==> config.mk <==
export PLATFORM = sky130hd
export DESIGN_NAME = key_event_classifier
export DESIGN_NICKNAME = d
export VERILOG_FILES = /design/src/rtl/key_event_classifier.sv
export SDC_FILE = /design/constraint.sdc
export NUM_CORES = 1
export LEC_CHECK = 0
export BUFFER_PORTS_ARGS = -buffer_cell sky130_fd_sc_hd__buf_2
export CORE_UTILIZATION = 40
export CTS_CLUSTER_SIZE = 14
export DETAILED_ROUTE_END_ITERATION = 8
export GPL_TIMING_DRIVEN = 0
export PLACE_DENSITY = 0.66
export SLEW_MARGIN = 10
export SYNTH_ARGS = -nofsm -noshare
export SYNTH_HDL_FRONTEND = slang
export SYNTH_SLANG_ARGS = --single-unit
==> constraint.sdc <==
create_clock -name clk -period 6.5 [get_ports clk]
set_input_delay 1.3 -clock clk [delete_from_list [all_inputs] [get_ports clk]]
set_output_delay 1.3 -clock clk [all_outputs]
set_load 0.02 [all_outputs]
==> src/rtl/key_event_classifier.sv <==
// Classifies debounced key press/release pulses into SHORT, DOUBLE, LONG and
// REPEAT gestures and presents them through a one-entry valid/ready register.
module key_event_classifier #(
  parameter int FREQ      = 100,
  parameter int LONG_MS   = 1000,
  parameter int DCLICK_MS = 300,
  parameter int REPEAT_MS = 200,
  parameter int N         = 32
) (
  input  logic       clk,
  input  logic       rst,
  input  logic       key_press,
  input  logic       key_release,
  output logic       evt_valid,
  output logic [1:0] evt_code,
  input  logic       evt_ready,
  output logic       evt_drop,
  output logic       key_held
);

  localparam int LONG_C = LONG_MS * FREQ * 1000;
  localparam int DCLK_C = DCLICK_MS * FREQ * 1000;
  localparam int REP_C  = REPEAT_MS * FREQ * 1000;
  localparam bit REP_EN = (REPEAT_MS != 0);

  // Timeout thresholds: a timeout of X cycles fires when timer == X-1.
  localparam logic [N-1:0] LONG_T = N'(LONG_C - 1);
  localparam logic [N-1:0] DCLK_T = N'(DCLK_C - 1);
  localparam logic [N-1:0] REP_T  = REP_EN ? N'(REP_C - 1) : '0;

  localparam logic [1:0] EV_SHORT  = 2'd0;
  localparam logic [1:0] EV_DOUBLE = 2'd1;
  localparam logic [1:0] EV_LONG   = 2'd2;
  localparam logic [1:0] EV_REPEAT = 2'd3;

  typedef enum logic [2:0] {
    IDLE   = 3'd0,
    PRESS1 = 3'd1,
    WAIT2  = 3'd2,
    PRESS2 = 3'd3,
    HOLD   = 3'd4
  } state_t;

  state_t         state, next_state;
  logic [N-1:0]   timer;
  logic           press_v, rel_v;
  logic           emit, rep_fire, clr_timer, held_next;
  logic [1:0]     emit_code;

  // Simultaneous press and release cannot come from a sane debouncer; drop both.
  assign press_v = key_press & ~key_release;
  assign rel_v   = key_release & ~key_press;

  always_comb begin
    next_state = state;
    emit       = 1'b0;
    emit_code  = EV_SHORT;
    rep_fire   = 1'b0;
    case (state)
      IDLE: begin
        if (press_v) next_state = PRESS1;
      end
      PRESS1: begin
        if (rel_v) begin
          next_state = WAIT2;
        end else if (timer == LONG_T) begin
          next_state = HOLD;
          emit       = 1'b1;
          emit_code  = EV_LONG;
        end
      end
      WAIT2: begin
        if (press_v) begin
          next_state = PRESS2;
        end else if (timer == DCLK_T) begin
          next_state = IDLE;
          emit       = 1'b1;
          emit_code  = EV_SHORT;
        end
      end
      PRESS2: begin
        if (rel_v) begin
          next_state = IDLE;
          emit       = 1'b1;
          emit_code  = EV_DOUBLE;
        end else if (timer == LONG_T) begin
          next_state = HOLD;
          emit       = 1'b1;
          emit_code  = EV_LONG;
        end
      end
      HOLD: begin
        if (rel_v) begin
          next_state = IDLE;
        end else if (REP_EN && timer == REP_T) begin
          emit      = 1'b1;
          emit_code = EV_REPEAT;
          rep_fire  = 1'b1;
        end
      end
      default: next_state = IDLE;
    endcase
    clr_timer = (next_state != state) | rep_fire;
    held_next = (next_state == PRESS1) | (next_state == PRESS2) | (next_state == HOLD);
  end

  always_ff @(posedge clk) begin
    if (rst) begin
      state    <= IDLE;
      timer    <= '0;
      key_held <= 1'b0;
    end else begin
      state    <= next_state;
      timer    <= clr_timer ? '0 : timer + N'(1);
      key_held <= held_next;
    end
  end

  // Handshake: an event transfers on a cycle with evt_valid & evt_ready; while
  // evt_valid & !evt_ready the register holds and any new event is dropped.
  always_ff @(posedge clk) begin
    if (rst) begin
      evt_valid <= 1'b0;
      evt_code  <= EV_SHORT;
      evt_drop  <= 1'b0;
    end else begin
      evt_drop <= emit & evt_valid & ~evt_ready;
      if (emit && (!evt_valid || evt_ready)) begin
        evt_valid <= 1'b1;
        evt_code  <= emit_code;
      end else if (evt_valid && evt_ready) begin
        evt_valid <= 1'b0;
      end
    end
  end

endmodule

=== Word level (Yosys, flattened, before mapping) ===
Cells that the tools add are included.
Widths: inputs -> output; s select.

* Flip-flop bits (word level): 40
* Output and inout bits: 5

* Reductions and logical operators: 7
* $add $sub $neg: 1
* Equal/unequal tests: 11
* Bitwise logic cells: 10
* Muxes and demuxes: 25

{| class="wikitable"
|+ Operators with widths
! operator !! number
|-
| $eq 32x25->1 const B || 2
|-
| $add 32x1->32 const B || 1
|-
| $eq 32x27->1 const B || 1
|-
| $mux 3 || 7
|-
| $pmux 3 s5 || 1
|-
| $mux 1 || 10
|-
| $mux 2 || 5
|-
| $eq 3x2->1 const B || 3
|-
| $eq 3x1->1 const B || 2
|-
| $eq 3x3->1 const B || 2
|-
| $pmux 2 s3 || 1
|-
| $and 1x1->1 || 4
|-
| $pmux 1 s4 || 1
|-
| $logic_not 3->1 || 1
|-
| $ne 3x3->1 || 1
|-
| $not 1->1 || 3
|-
| $or 1x1->1 || 3
|-
| $logic_and 1x1->1 || 2
|-
| $reduce_bool 2->1 || 1
|-
| $reduce_or 2->1 || 1
|-
| $logic_not 1->1 || 1
|-
| $logic_or 1x1->1 || 1
|}

=== Depth between registers and ports, before layout ===
* Word-level depth: 7
* Gate-level depth with buffers: 9
* Depth with buffers taken out: 7

=== Least setup slack after synthesis ===
OpenSTA, ideal clock, no wires.

* Path kind: in2reg
* Start point: in key_release
* End point: reg evt_code[1]
* Data required time: 6414 ps
* Cell stages on the path: 6
* Path slack: 3991 ps
* Arrival: 2422 ps
* Library setup time: 86 ps
* Path through: nand2b_1 > nand4b_1 > o31ai_1 > o211ai_2 > a31o_1 > a221oi_2

* Longest elaborated chain between the ends: 5

{| class="wikitable"
|+ RTL lines
! what !! line !! RTL
|-
| start: declaration || 13 || <nowiki>input logic key_release,</nowiki>
|-
| $not 1->1 || 51 || <nowiki>assign press_v = key_press & ~key_release;</nowiki>
|-
| $and 1x1->1 || 51 ||
|-
| $mux 1 || 73 || <nowiki>if (press_v) begin</nowiki>
|-
| $pmux 1 s4 || 59 || <nowiki>case (state)</nowiki>
|-
| $logic_and 1x1->1 || 128 || <nowiki>if (emit && (!evt_valid || evt_ready)) begin</nowiki>
|-
| end signal: assignment || 130 || <nowiki>evt_code <= emit_code;</nowiki>
|-
| end: declaration || 15 || <nowiki>output logic [1:0] evt_code,</nowiki>
|}

Several ways; a longest one is shown, not always the timed one.
A chain may end at the register's enable or synchronous reset.

=== Worst setup path after layout ===
* Start point: in key_release
* End point: reg timer[9]

* Longest elaborated chain between the ends: 7

{| class="wikitable"
|+ RTL lines
! what !! line !! RTL
|-
| $not 1->1 || 51 ||
|-
| $and 1x1->1 || 51 ||
|-
| $mux 3, on equally long branches || 73, 61 ||
|-
| $pmux 3 s5 || 59 ||
|-
| $ne 3x3->1 || 103 || <nowiki>clr_timer = (next_state != state) | rep_fire;</nowiki>
|-
| $or 1x1->1 * || 103 ||
|-
| $reduce_or 2->1 (no source line) * || -- ||
|-
| end signal: assignment || 114 || <nowiki>timer <= clr_timer ? '0 : timer + N'(1);</nowiki>
|-
| end: declaration || 45 || <nowiki>logic [N-1:0] timer;</nowiki>
|}

Every way passes the cells marked *; elsewhere a longest branch is shown, timed or not.

==> impl_metrics.tcl <==
set metrics [dict create \
    avgRoutedWirePerCell_um 12.8 \
    synth_nets 242 \
    flow.area_growth_from_synthesis_pct 11.8 \
    worst_ir_drop_vdd_uv 108 \
    async_flop_share_pct 0 \
    timing_hold_violations_final 0 \
    critical_path.reg2reg.endpoint "timer[9]" \
    route.final.wire_length_um 4070 \
    initialDrtViolationCount 82 \
    result_of_the_run "finished, final reports clean" \
    synthesized_area_divided_by_synthesized_cell_count_um2 8.80 \
    fp.coreArea_mm2 0.00485 \
    finalSetupViolCount 0 \
    crit_start "key_release" \
    cts_setup_buffers 0 \
    worstReg2RegStart "timer[0]" \
    synth.yosys.warnings 0 \
    die_height_um 74.0 \
    grt_antenna_before_repair 0 \
    type_of_the_tightest_min_delay_check "reg -> reg" \
    combinational_family_with_the_most_area_after_synthesis "simple AND/OR/NAND/NOR gates" \
    cp.arrival_ns 2.83 \
    global_route.overflow_total 0 \
    setup.worst_path.end_class "register" \
    crit_path_max_fo 10 \
    via_count 1680 \
    cts_inserted_buffers 5 \
    timing.max_cap.violations 0 \
    die_area_mm2 0.00548 \
    relSlewSlack_pct 51.6 \
    mappedNetlistArea_mm2 0.00208 \
    powerDensity_mw_per_mm2 210 \
    grt_first_pass_wirelength_um 6980 \
    synth_top_area_share_pct 38.6 \
    postcts_resize_cnt 0 \
    post_drt_via_cell_ratio 5.27 \
    crit_end "timer[9]" \
    fin_crit_sh_pct 40.0 \
    synthAdderAreaFrac_pct 0.603 \
    synth_edf_count 0 \
    synth_simple_gate_area_share_pct 36.1 \
    worst_setup_path_start_kind "input pin" \
    clockRootBuffer "clkbuf_8" \
    ant_nets 0 \
    worst-r2r-cell-count 9 \
    floorplan.initialDensity_pct 42.8 \
    place_congestion 0.865 \
    synth_mux_area_share_pct 0 \
    post_route_cells_drive_above_1_share_pct 19.4 \
    layout.cells.most_common "dfxtp_1" \
    clock.fmax_mhz 385 \
    cts.clk_slew.worst_paths_ns 0.08 \
    reg2reg_slack_ns 4.09 \
    synth.lib_cells_used.distinct 47 \
    nNetsFinal 257 \
    minimum_clock_period_ns 2.60 \
    clk_path_buf_depth 2 \
    fin_skew_ns 0.0124 \
    slew_violations 0 \
    all_layer_global_routing_usage_pct 16.6 \
    dominantRegCellSynth "dfxtp_1" \
    leakage_nw 0.834 \
    critical_setup_path_class "in -> reg" \
    tritoncts_clock_tree "yes" \
    htreeDepth 2 \
    synth_area_leaders "dfxtp_1, xor2_1, nor2_1" \
    synth_compound_area_share_pct 8.50 \
    antenna_cells_inserted 0 \
    grt_start_max_net_pins 14 \
    first_global_vias 1508 \
    detailedPlacementHpwl_um 2980 \
    required_time_of_the_critical_path_ns 6.74 \
    worst_hold_path.num_cells 2 \
    number_of_flip_flops_and_latches_in_the_synthesized_netlist 40 \
    layout.cells.most_common_list "dfxtp_1, nor2_1, xor2_1" \
    worst-slew-pin-transition_ns 0.720 \
    post_synth_inst_count 236 \
    synthDominantAreaCellType "dfxtp_1" \
    grt_setup_unrepaired "false" \
    clkLatencyLatePin_ns 0.29 \
    router_iterations_before_antenna_repair 4 \
    cts_hold_repair.buffers 0 \
    ios 10 \
    tns_ns 0 \
    ys_seq_area_share_pct 38.6 \
    placementRows 25 \
    yosys.area_share.xor_xnor_pct 12.2 \
    port_buffer_cells 8 \
    utilization_pct 47.9 \
    route.detailed.drc 0 \
    die_width_um 74.0 \
    cts_sinks 40 \
]
## cell usage after synthesis, types with 3 or more instances
library cell / number
a21oi_1: 6
and3_1: 9
buf_2: 3
buf_6: 3
clkbuf_1: 3
dfxtp_1: 40
inv_1: 6
nand2_1: 15
nand2b_1: 7
nand3_1: 10
nand4_1: 14
nor2_1: 31
nor2_2: 10
nor2b_1: 3
nor3_1: 8
xnor2_1: 8
xor2_1: 21
## flip-flops by register name, indices dropped and copies added, names as in the netlist
signal,flops
evt_code,2
timer,32
evt_valid,1
key_held,1
state,3
evt_drop,1
## per-layer routing
layer / track usage (%) / vias up / wire [um] / share of wire [%]
met2: 23.6 / 20 / 1860 / 46
met1: 24.0 / 797 / 2030 / 50
met5: 0 / - / 0 / 0
li1: - / 857 / - / -
met3: 3.93 / 6 / 129 / 3.2
met4: 6.84 / 0 / 55 / 1.4
## worst min path at each step
stage / from / end / slack, ns
floorplan: timer[0] / timer[0] / 0.44
global placement: timer[0] / timer[0] / 0.45
detailed placement: timer[0] / timer[0] / 0.46
CTS: evt_code[1] / evt_code[1] / 0.47
global route: evt_code[1] / evt_code[1] / 0.49
finish: evt_code[1] / evt_code[1] / 0.46
## stage by stage
stage          std cells  cell area [um^2]  hold WS, ns  power [mW]  setup WS (ns)
3_3_place_gp         311              2200        0.452       0.280           3.63
6_report             319              2320        0.462       0.489           3.90
2_1_floorplan        236              2080        0.435       0.274           3.99
5_1_grt              319              2320        0.492       0.505           3.75
4_1_cts              319              2320        0.470       0.493           3.91
3_5_place_dp         311              2200        0.456       0.280           3.60
## report_power, final
group	internal [mW]	leakage (nW)	total, mW	switching (mW)
clock	0.126	0.0614	0.214	0.0884
sequential	0.247	0.323	0.249	0.00155
combinational	0.00945	0.450	0.0257	0.0162
total	0.382	0.834	0.489	0.106
## kinds of logic after synthesis
group                      Yosys count
buffers and inverters               15
xor gates and xnor gates            29
adders and majority gates            1
and+or+nand+nor                    130
AOI/OAI and AO/OA                   21
DFF                                 40
## critical path, stage by stage
cell	delay (ns)
buf_2	0.09
nor2b_1	0.12
clkbuf_1	0.34
nor3_1	0.10
nand4_1	0.23
o2111ai_2	0.30
buf_6	0.26
nor2_2	0.10
## layout make-up
cell class | count | area (um^2)
plain buffers | 9 | 60.1
clock buffers | 6 | 82.6
clock inverters | 2 | 38.8
fillers | 463 | 2530
inverters | 6 | 22.5
multi-input cells | 181 | 1190
flip-flops and latches | 40 | 801
well taps | 67 | 83.8
repair buffers | 8 | 40.0
Power figures use the tool's default switching activity.
